### src/rtl/fifo_serial_tx.sv
// Pulls 9-bit words from an upstream FIFO and sends each as a serial frame:
// start, 9 data bits LSB first, parity, stop, with CLKS_PER_BIT clocks per bit.
module fifo_serial_tx #(
   parameter int CLKS_PER_BIT = 4,
   parameter bit PARITY_ODD   = 1'b0
) (
   input  logic        clock,
   input  logic        reset,
   input  logic        tx_en,
   input  logic        fifo_empty,
   input  logic [8:0]  fifo_dout,
   output logic        fifo_rd,
   output logic        ser_out,
   output logic        busy,
   output logic        frame_done,
   output logic [15:0] frame_cnt
);

   localparam int DATA_W = 9;

   localparam logic [2:0] IDLE   = 3'd0;
   localparam logic [2:0] WAIT   = 3'd1;
   localparam logic [2:0] START  = 3'd2;
   localparam logic [2:0] DATA   = 3'd3;
   localparam logic [2:0] PARITY = 3'd4;
   localparam logic [2:0] STOP   = 3'd5;

   localparam logic [7:0] LAST_CNT = 8'(CLKS_PER_BIT - 1);
   localparam logic [3:0] LAST_BIT = 4'(DATA_W - 1);

   function automatic logic frame_parity(input logic [DATA_W-1:0] word);
      return (^word) ^ PARITY_ODD;
   endfunction

   logic [2:0]        state, state_n;
   logic [7:0]        cnt, cnt_n;
   logic [3:0]        bit_idx, bit_n;
   logic [DATA_W-1:0] shreg, shreg_n;
   logic              par, par_n;
   logic              ser_n;
   logic              bit_end;

   assign fifo_rd    = (state == IDLE) && tx_en && !fifo_empty && reset;
   assign busy       = (state != IDLE);
   assign bit_end    = (cnt == LAST_CNT);
   assign frame_done = (state == STOP) && bit_end;

   always_comb begin
      state_n = state;
      cnt_n   = cnt + 8'd1;
      bit_n   = bit_idx;
      shreg_n = shreg;
      par_n   = par;
      case (state)
         IDLE: begin
            cnt_n = '0;
            if (fifo_rd) state_n = WAIT;
         end
         WAIT: begin
            cnt_n   = '0;
            state_n = START;
            shreg_n = fifo_dout;
            par_n   = frame_parity(fifo_dout);
         end
         START: if (bit_end) begin
            cnt_n   = '0;
            bit_n   = '0;
            state_n = DATA;
         end
         DATA: if (bit_end) begin
            cnt_n = '0;
            if (bit_idx == LAST_BIT) begin
               bit_n   = '0;
               state_n = PARITY;
            end else begin
               bit_n = bit_idx + 4'd1;
            end
         end
         PARITY: if (bit_end) begin
            cnt_n   = '0;
            state_n = STOP;
         end
         STOP: if (bit_end) begin
            cnt_n   = '0;
            state_n = IDLE;
         end
         default: begin
            cnt_n   = '0;
            state_n = IDLE;
         end
      endcase
   end

   // The line level is decoded from the next state so the registered output
   // changes on the same edge as the state it belongs to.
   always_comb begin
      case (state_n)
         START:   ser_n = 1'b0;
         DATA:    ser_n = shreg_n[bit_n];
         PARITY:  ser_n = par_n;
         default: ser_n = 1'b1;
      endcase
   end

   always_ff @(posedge clock) begin
      if (!reset) begin
         state     <= IDLE;
         cnt       <= '0;
         bit_idx   <= '0;
         shreg     <= '0;
         par       <= 1'b0;
         ser_out   <= 1'b1;
         frame_cnt <= '0;
      end else begin
         state     <= state_n;
         cnt       <= cnt_n;
         bit_idx   <= bit_n;
         shreg     <= shreg_n;
         par       <= par_n;
         ser_out   <= ser_n;
         frame_cnt <= frame_cnt + {15'd0, frame_done};
      end
   end

endmodule

### config.mk
export PLATFORM = sky130hd
export DESIGN_NAME = fifo_serial_tx
export DESIGN_NICKNAME = d
export VERILOG_FILES = /design/src/rtl/fifo_serial_tx.sv
export SDC_FILE = /design/constraint.sdc
export NUM_CORES = 1
export LEC_CHECK = 0
export ABC_AREA = 1
export CORE_MARGIN = 2
export CORE_UTILIZATION = 48
export CTS_BUF_LIST = sky130_fd_sc_hd__clkbuf_8 sky130_fd_sc_hd__clkbuf_16
export DETAILED_ROUTE_END_ITERATION = 16
export MAX_ROUTING_LAYER = met4
export PLACE_DENSITY = 0.85
export SYNTH_ARGS = -nofsm -noshare
export SYNTH_HDL_FRONTEND = slang
export SYNTH_SLANG_ARGS = --single-unit
### constraint.sdc
create_clock -name clock -period 2.4 [get_ports clock]
set_input_delay 0.48 -clock clock [delete_from_list [all_inputs] [get_ports clock]]
set_output_delay 0.48 -clock clock [all_outputs]
set_load 0.01 [all_outputs]
# Yosys cells after proc, flatten, opt, wreduce, memory -nomap -nowiden

Index checks and enable logic that the tools add are counted.

Add/sub/neg operators: 3
Magnitude comparators: 1
Equal/unequal tests: 10
Multiplexer cells: 16
Bitwise operators: 2
Reduce and logical (&&, ||, !) cells: 10

Operators with widths:

| operator                                                   | count |
|---|---|
| two-way mux 3 bit                                          | 6 |
| case mux 3 bit (6 select lines)                            | 1 |
| adder 16 x 1 -> 16 bit                                     | 1 |
| equality test 3 x 2 -> 1 bit, second input constant        | 4 |
| two-way mux 4 bit                                          | 3 |
| equality test 3 bit, second input constant                 | 3 |
| two-way mux 9 bit                                          | 1 |
| XOR reduction 9 bit                                        | 1 |
| adder 8 x 1 -> 8 bit, second input constant                | 1 |
| equality test 8 x 2 -> 1 bit, second input constant        | 1 |
| case mux 4 bit (2 select lines)                            | 1 |
| less-than comparator 4 x 5 -> 1 bit, second input constant | 1 |
| adder 4 x 1 -> 4 bit, second input constant                | 1 |
| binary-select mux 1 bit (select 4 bit)                     | 1 |
| equality test 4 bit, second input constant                 | 1 |
| logical AND 1 bit                                          | 4 |
| OR reduction 4 bit                                         | 1 |
| equality test 3 x 1 -> 1 bit, second input constant        | 1 |
| logical NOT 3 bit                                          | 1 |
| case mux 1 bit (3 select lines)                            | 1 |
| nonzero test 3 bit                                         | 1 |
| OR reduction 3 bit                                         | 1 |
| two-way mux 1 bit                                          | 2 |
| NOT 1 bit                                                  | 2 |
| logical NOT 1 bit                                          | 1 |

Register bits: 42
Input bits: 13
Output and inout bits: 20
Logic and storage cells: 49

# Logic depth before layout (Yosys ltp)

Gate-level depths: netlist of the first run.

Depth after elaboration: 8
Gate-level depth with buffers: 16
Depth with buffers taken out: 16

# Worst setup path after synthesis of the first run

Ideal clock, no wire load.

Path kind: register to register
Start point: reg cnt[0]
End point: reg frame_cnt[14]
Library setup time: 0.130 ns
Data arrival time: 2.723 ns
Data required time: 2.270 ns
Setup slack: -0.453 ns
Cell stages (with the launch flop): 17
Path buffers: 0
Clock period less this slack: 2.853 ns
Cell sequence: dfxtp_1 -> ha_1 -> nand2_1 -> nor2_1 -> nand2_1 -> nor4_1 -> ha_1 -> ha_1 -> nand2_1 -> nor2_2 -> nand3_2 -> nor3_4 -> nand4_1 -> nor3_2 -> nand2_1 -> nor2_1 -> nor3_2

Word-level cells in the longest chain between the ends: 3

RTL lines:

| what                         | line | text |
|---|---|---|
| start, declared              | 36   | `logic [7:0] cnt, cnt_n;` |
| start signal, assigned       | 116  | `cnt <= cnt_n;` |
| equality test 8 x 2 -> 1 bit | 45   | `assign bit_end = (cnt == LAST_CNT);` |
| logical AND 1 bit            | 46   | `assign frame_done = (state == STOP) && bit_end;` |
| named net frame_done         | 15   | `output logic frame_done,` |
| adder 16 x 1 -> 16 bit       | 121  | `frame_cnt <= frame_cnt + {15'd0, frame_done};` |
| end signal, assigned         | 121  |  |
| end, declared                | 16   | `output logic [15:0] frame_cnt` |

The timed path passes the listed nets, and every way through them passes these cells.
A chain may end at the register's enable or synchronous reset.

# Worst setup path after layout of the first run

Start point: reg cnt[0]
End point: reg frame_cnt[14]

Word-level cells in the longest chain between the ends: 3

RTL lines:

| what                         | line |
|---|---|
| equality test 8 x 2 -> 1 bit | 45 |
| logical AND 1 bit            | 46 |
| adder 16 x 1 -> 16 bit       | 121 |

No other way between the ends.

==> out/metrics.csv, run 1 <==
metric,value,unit
syn_to_final_growth,40.3,%
power_density,416,mW/mm²
grt_pass1_wl,9230,µm
cts_made_buffers,5,
synthDistinctLibCells,39,
multi_input_area,0.00135,mm²
vdd_drop_max,336,µV
drv_cap,0,
viasPerCell,5.53,
clk_path_buf_depth,2,
synth_seq_cells,42,
htreeDepth,2,
status,"finished, violations left",
fin_nets,394,
critPathArrivalTime,2830,ps
max-slew-margin-rel,0.739,
critPathMaxFanout,3,
syn_nets,320,
path_clk_slew,80,ps
fill_cells,298,
ys_warn_count,0,
pin_count,33,
pre_cts_ws,-186,ps
initial_core_util,0.503,
cts_tree,yes,
critPathLaunchType,register,
p_leak,1.40,nW
worst-setup-path-type,register to register,
antenna_found_initial,0,
min-delay-path-class,register to register,
chipWidth,72.0,µm
post-place-cells,402,
grtUsageTotal,0.232,
seq_area,843,µm²
setup_violations,7,
routed_wl,6400,µm
grt_max_degree,26,
grt_remaining_overflow,0,
period_share,1.10,
ys_seq_area_frac,0.379,
drv_slew,0,
drc,0,
dieArea,0.00519,mm²
cts-root-buf,clkbuf_8,
drive_above_1_share,0.275,
failed_checks,setup timing,
grt_pass1_vias,2227,
endpoint_kind,register,
worst_slack,-234,ps
cts_hold_buf,0,
clock_latency,300,ps
core,0.00441,mm²
tightest_slew,387,ps
rows,24,
hpwlAfterDp,3670,µm
antenna_cells,0,
final_antenna_net_count,0,
avgSynthCellArea,7.40,µm²
fin_cells,426,
gp_congestion,0.845,
wl_per_cell,15.0,µm
fin_area,0.00312,mm²
drt_first_iter_violations,140,
final.min_clock_period,2630,ps
dr.pass1.iters,4,
required,2590,ps
vias,2355,
numClockSinks,42,
netlist_area,0.00222,mm²
port_buffers,32,
dpl_cell_area,0.00278,mm²
synthCells,300,
hold_viol_final,0,
rsz0062_at_grt,true,
max_freq,380,MHz
clock_skew,3.58,ps
dieHeight,72.0,µm
critical path: stages, from the launching register on:
cell and delay [ps]:
dfxtp_2 370, ha_4 150, nand2_4 60, nor2_4 100, nand2_2 90, nor4_4 200
ha_2 260, ha_4 170, nand2_4 70, nor2_4 140, nand3_2 110, nor3_4 160
nand4_1 180, nor3_4 200, nand2_1 90, nor2_2 130, nor3_2 50
where the power goes:
part / total (W) / internal (W) / leakage, nW / switching (W)
sequential: 0.000709 / 0.000704 / 0.340 / 0.00000406
clock: 0.000456 / 0.000199 / 0.0362 / 0.000257
combinational: 0.000132 / 0.0000619 / 1.02 / 0.0000696
total: 0.00130 / 0.000965 / 1.40 / 0.000331
cell type report:
type / instances / area share
well taps: 52 / 0.0209
repair buffers: 71 / 0.198
clock buffers: 5 / 0.0221
multi-input cells: 213 / 0.434
flip-flops and latches: 42 / 0.271
inverters: 41 / 0.0494
clock inverters: 2 / 0.00482
Yosys cell counts, drive strengths merged:
master / instances / share of area
xor2: 6 / 0.024
nand3b: 1 / 0.0034
o21ai: 11 / 0.032
nor3b: 2 / 0.0090
o22ai: 1 / 0.0028
o2111ai: 1 / 0.0039
a31oi: 1 / 0.0028
buf: 2 / 0.0073
nor2: 49 / 0.091
xnor2: 5 / 0.020
nand2: 54 / 0.095
and3: 1 / 0.0028
clkinv: 1 / 0.0017
or2: 6 / 0.017
a21oi: 12 / 0.029
inv: 40 / 0.068
a211oi: 1 / 0.0034
nor4: 3 / 0.0085
o21a: 2 / 0.0068
mux2i: 4 / 0.018
nand4: 3 / 0.0085
nor3: 16 / 0.046
ha: 7 / 0.039
a31o: 1 / 0.0039
nand3: 26 / 0.077
dfxtp: 42 / 0.38
clkbuf: 2 / 0.0034
worst paths after layout:
| check | from | to | slack, ps | depth (start not counted) |
|---|---|---|---|---|
| max | cnt[0]$_SDFF_PP0_ | frame_cnt[14]$_SDFF_PN0_ | -230 | 16 |
| min | shreg[1]$_SDFF_PN0_ | shreg[1]$_SDFF_PN0_ | 500 | 2 |
| max reg2reg | cnt[0]$_SDFF_PP0_ | frame_cnt[14]$_SDFF_PN0_ | -230 | 16 |
| min reg2reg | shreg[1]$_SDFF_PN0_ | shreg[1]$_SDFF_PN0_ | 500 | 2 |
cells in the final DEF, fill, tap and decap left out, drive strengths merged, types with 5 or more instances in the layout:
cell type / synthesis / layout
a21oi: 12 / 12
nor3: 16 / 16
nand2: 54 / 54
nand3: 26 / 26
inv: 40 / 40
xor2: 6 / 6
clkdlybuf4s50: 0 / 30
buf: 2 / 40
xnor2: 5 / 5
clkbuf: 2 / 5
dfxtp: 42 / 42
or2: 6 / 6
ha: 7 / 7
nor2: 49 / 49
o21ai: 11 / 11
logic make-up (layout without fill, tap and decap cells):
kind of cell | after synthesis | after routing | synth area share
buffers and inverters | 45 | 119 | 0.0800
AOI/OAI and AO/OA | 30 | 30 | 0.0839
muxes | 4 | 4 | 0.0180
adders and majority gates | 7 | 7 | 0.0394
and+or+nand+nor | 161 | 161 | 0.357
DFF | 42 | 42 | 0.379
xor gates and xnor gates | 11 | 11 | 0.0434
repair_timing:
item,4_1_cts,5_1_grt
resized for setup,13,18
setup buffers,13,5
endpoints found under the setup margin,7,10
pin swaps,6,4
hold endpoints to repair,0,0
sequential cells by signal, indices dropped and copies added, names as in the netlist:
register / cells
frame_cnt: 16
par: 1
state: 3
shreg: 9
cnt: 8
bit_idx: 4
ser_out: 1
per-layer routing:
| layer | vias up | GRT usage | wire [µm] |
|---|---|---|---|
| met5 | - | - | 0 |
| met4 | 0 | 0.134 | 252 |
| met3 | 36 | 0.0569 | 319 |
| met2 | 85 | 0.410 | 3480 |
| met1 | 1120 | 0.231 | 2350 |
| li1 | 1114 | - | - |
metrics by stage:
stage	hold slack [ps]	total power, W	util	setup TNS (ps)
global route	519	0.00133	0.706	-1410
finish	505	0.00130	0.706	-550
detailed placement	481	0.000845	0.631	-412
global placement	475	0.000843	0.631	-36.9
floorplan	428	0.000798	-	-129
CTS	500	0.00128	0.683	-138
Note: power is estimated with default switching activity, not from simulation.
==> run 2: changes to the inputs <==
--- a/config.mk
+++ b/config.mk
@@ -7,11 +7,11 @@
 export LEC_CHECK = 0
 export ABC_AREA = 1
 export CORE_MARGIN = 2
-export CORE_UTILIZATION = 48
+export CORE_UTILIZATION = 58
 export CTS_BUF_LIST = sky130_fd_sc_hd__clkbuf_8 sky130_fd_sc_hd__clkbuf_16
 export DETAILED_ROUTE_END_ITERATION = 16
 export MAX_ROUTING_LAYER = met4
-export PLACE_DENSITY = 0.85
+export PLACE_DENSITY = 0.95
 export SYNTH_ARGS = -nofsm -noshare
 export SYNTH_HDL_FRONTEND = slang
 export SYNTH_SLANG_ARGS = --single-unit
==> constraint.sdc (replaced) <==
create_clock -name clock -period 3.1 [get_ports clock]
set_input_delay 0.62 -clock clock [delete_from_list [all_inputs] [get_ports clock]]
set_output_delay 0.62 -clock clock [all_outputs]
set_load 0.01 [all_outputs]
==> run 2 against run 1 <==
The flow now finishes without violations. Sequential cell count is the same. Sequential share of layout area grew 3.1 points. Combinational power shrank 28%. Global-route usage grew 2.3 points. Worst hold slack lost 58 ps. Critical path depth is the same. Non-clock buffer count shrank 33. Core utilization grew 6.0 points. Largest power group unchanged.
==> out/metrics.csv, run 2 (synthesis gave the netlist of run 1 again) <==
metric,value,unit
grt_remaining_overflow,0,
rows,22,
fin_area,0.00281,mm²
htreeDepth,2,
dpl_cell_area,0.00259,mm²
final_antenna_net_count,0,
slowest_delay,370,ps
chipWidth,65.9,µm
final.min_clock_period,2940,ps
crit_chain,"ha_4, nand2_2, nor2_2, nand2_2, nor4_4, ha_2, ha_4, nand2_2, nor2_4, nand3_4, nor3_4, nand4_1, nor3_2, nand2_1, nor2_2, nor3_2",
min-delay-path-class,register to register,
drt_first_iter_violations,172,
max_freq,340,MHz
required,3290,ps
layout_commonest_cell,nand2_1,
cts_hold_buf,0,
slowest_stage,dfxtp_4,
vdd_drop_max,424,µV
cp_top_family,simple AND/OR/NAND/NOR gates,
period_share,0.949,
top_register,frame_cnt,
grtUsageMet3,0.0767,
critPathArrivalTime,3130,ps
wl_per_cell,14.2,µm
path_clk_slew,80,ps
reg_top3,"frame_cnt x16, shreg x9, cnt x8",
clock_latency,300,ps
worst_slack,157,ps
power_density,385,mW/mm²
drv_cap,0,
worst-setup-path-type,register to register,
power,0.00108,W
pin_count,33,
clock_skew,8.07,ps
fin_nets,361,
largest_register_ffs,16,
tightest_slew,449,ps
port_buffers,32,
endpoint_kind,register,
clk_path_buf_depth,2,
viasPerCell,5.44,
mostFrequentLayoutCells,"nand2_1 (48), nor2_1 (42), dfxtp_1 (40), inv_1 (35), clkdlybuf4s50_1 (32)",
status,"complete, no violations",
setup_violations,0,
numClockSinks,42,
pre_cts_ws,123,ps
core,0.00366,mm²
antenna_found_initial,0,
initial_core_util,0.607,
worstPathBufferInverterCount,0,
antenna_cells,0,
max-slew-margin-rel,0.700,
critPathMaxFanout,5,
grt_pass1_vias,1975,
dr.pass1.iters,4,
grt-busiest-layer,met2,
critPathLaunchType,register,
cts-root-buf,clkbuf_8,
timing.hold.ws,447,ps
grtUsageTotal,0.255,
hold_viol_final,0,
routed_wl,5530,µm
p_leak,1.18,nW
grt_max_degree,26,
crit_top_cell,nand2_2,
dieArea,0.00434,mm²
hpwlAfterDp,3510,µm
syn_to_final_growth,26.3,%
tns,0,ps
drive_above_1_share,0.164,
use_met1,0.280,
grt_pass1_wl,8320,µm
grt.met2_usage,0.427,
cts_made_buffers,5,
drv_slew,0,
dieHeight,65.9,µm
drc,0,
vias,2121,
gp_congestion,0.879,
cts_tree,yes,
[run 2: area by class of cell]
type / instances / area (µm²)
clock buffer: 5 / 68.8
clock inverter: 3 / 41.3
fill: 221 / 856
inverter: 41 / 154
multi-input combinational: 213 / 1270
sequential: 42 / 846
tap: 48 / 60.1
timing repair buffer: 38 / 365
[run 2: report_power, final]
part,internal [W],total (W),switching [W]
Clock,0.000237,0.000433,0.000196
Combinational,0.0000440,0.0000955,0.0000515
Sequential,0.000545,0.000550,0.00000545
[run 2: metrics by stage]
step                      cells   util
after detailed placement    378  0.708
after global placement      378  0.708
after CTS                   386  0.738
after global routing        390  0.766
final                       390  0.766
after floorplan             300      -
[run 2: repair_timing]
item                       CTS  global route
buffers inserted             0             4
gates resized for setup      0            17
setup endpoints to repair    0             3
[run 2: path summary, 6_finish.rpt]
kind | start | slack [ps] | endpoint | cells past startpoint
max | cnt[0]$_SDFF_PP0_ | 160 | frame_cnt[14]$_SDFF_PN0_ | 16
min | cnt[0]$_SDFF_PP0_ | 450 | cnt[0]$_SDFF_PP0_ | 1
max reg2reg | cnt[0]$_SDFF_PP0_ | 160 | frame_cnt[14]$_SDFF_PN0_ | 16
min reg2reg | cnt[0]$_SDFF_PP0_ | 450 | cnt[0]$_SDFF_PP0_ | 1
[run 2: layer usage]
| metal | routed length, µm | up-vias | part of all wire |
|---|---|---|---|
| met5 | 0 | - | 0 |
| met4 | 170 | 0 | 0.031 |
| met3 | 307 | 17 | 0.056 |
| met2 | 2750 | 78 | 0.50 |
| met1 | 2300 | 977 | 0.42 |
| li1 | - | 1049 | - |
==> run 3: changes to the inputs <==
--- a/config.mk
+++ b/config.mk
@@ -12,6 +12,7 @@
 export DETAILED_ROUTE_END_ITERATION = 16
 export MAX_ROUTING_LAYER = met4
 export PLACE_DENSITY = 0.95
+export SKIP_CTS_REPAIR_TIMING = 1
 export SYNTH_ARGS = -nofsm -noshare
 export SYNTH_HDL_FRONTEND = slang
 export SYNTH_SLANG_ARGS = --single-unit
==> results of run 3 <==
No change in the layout: final DEF, timing and power equal those of run 2.
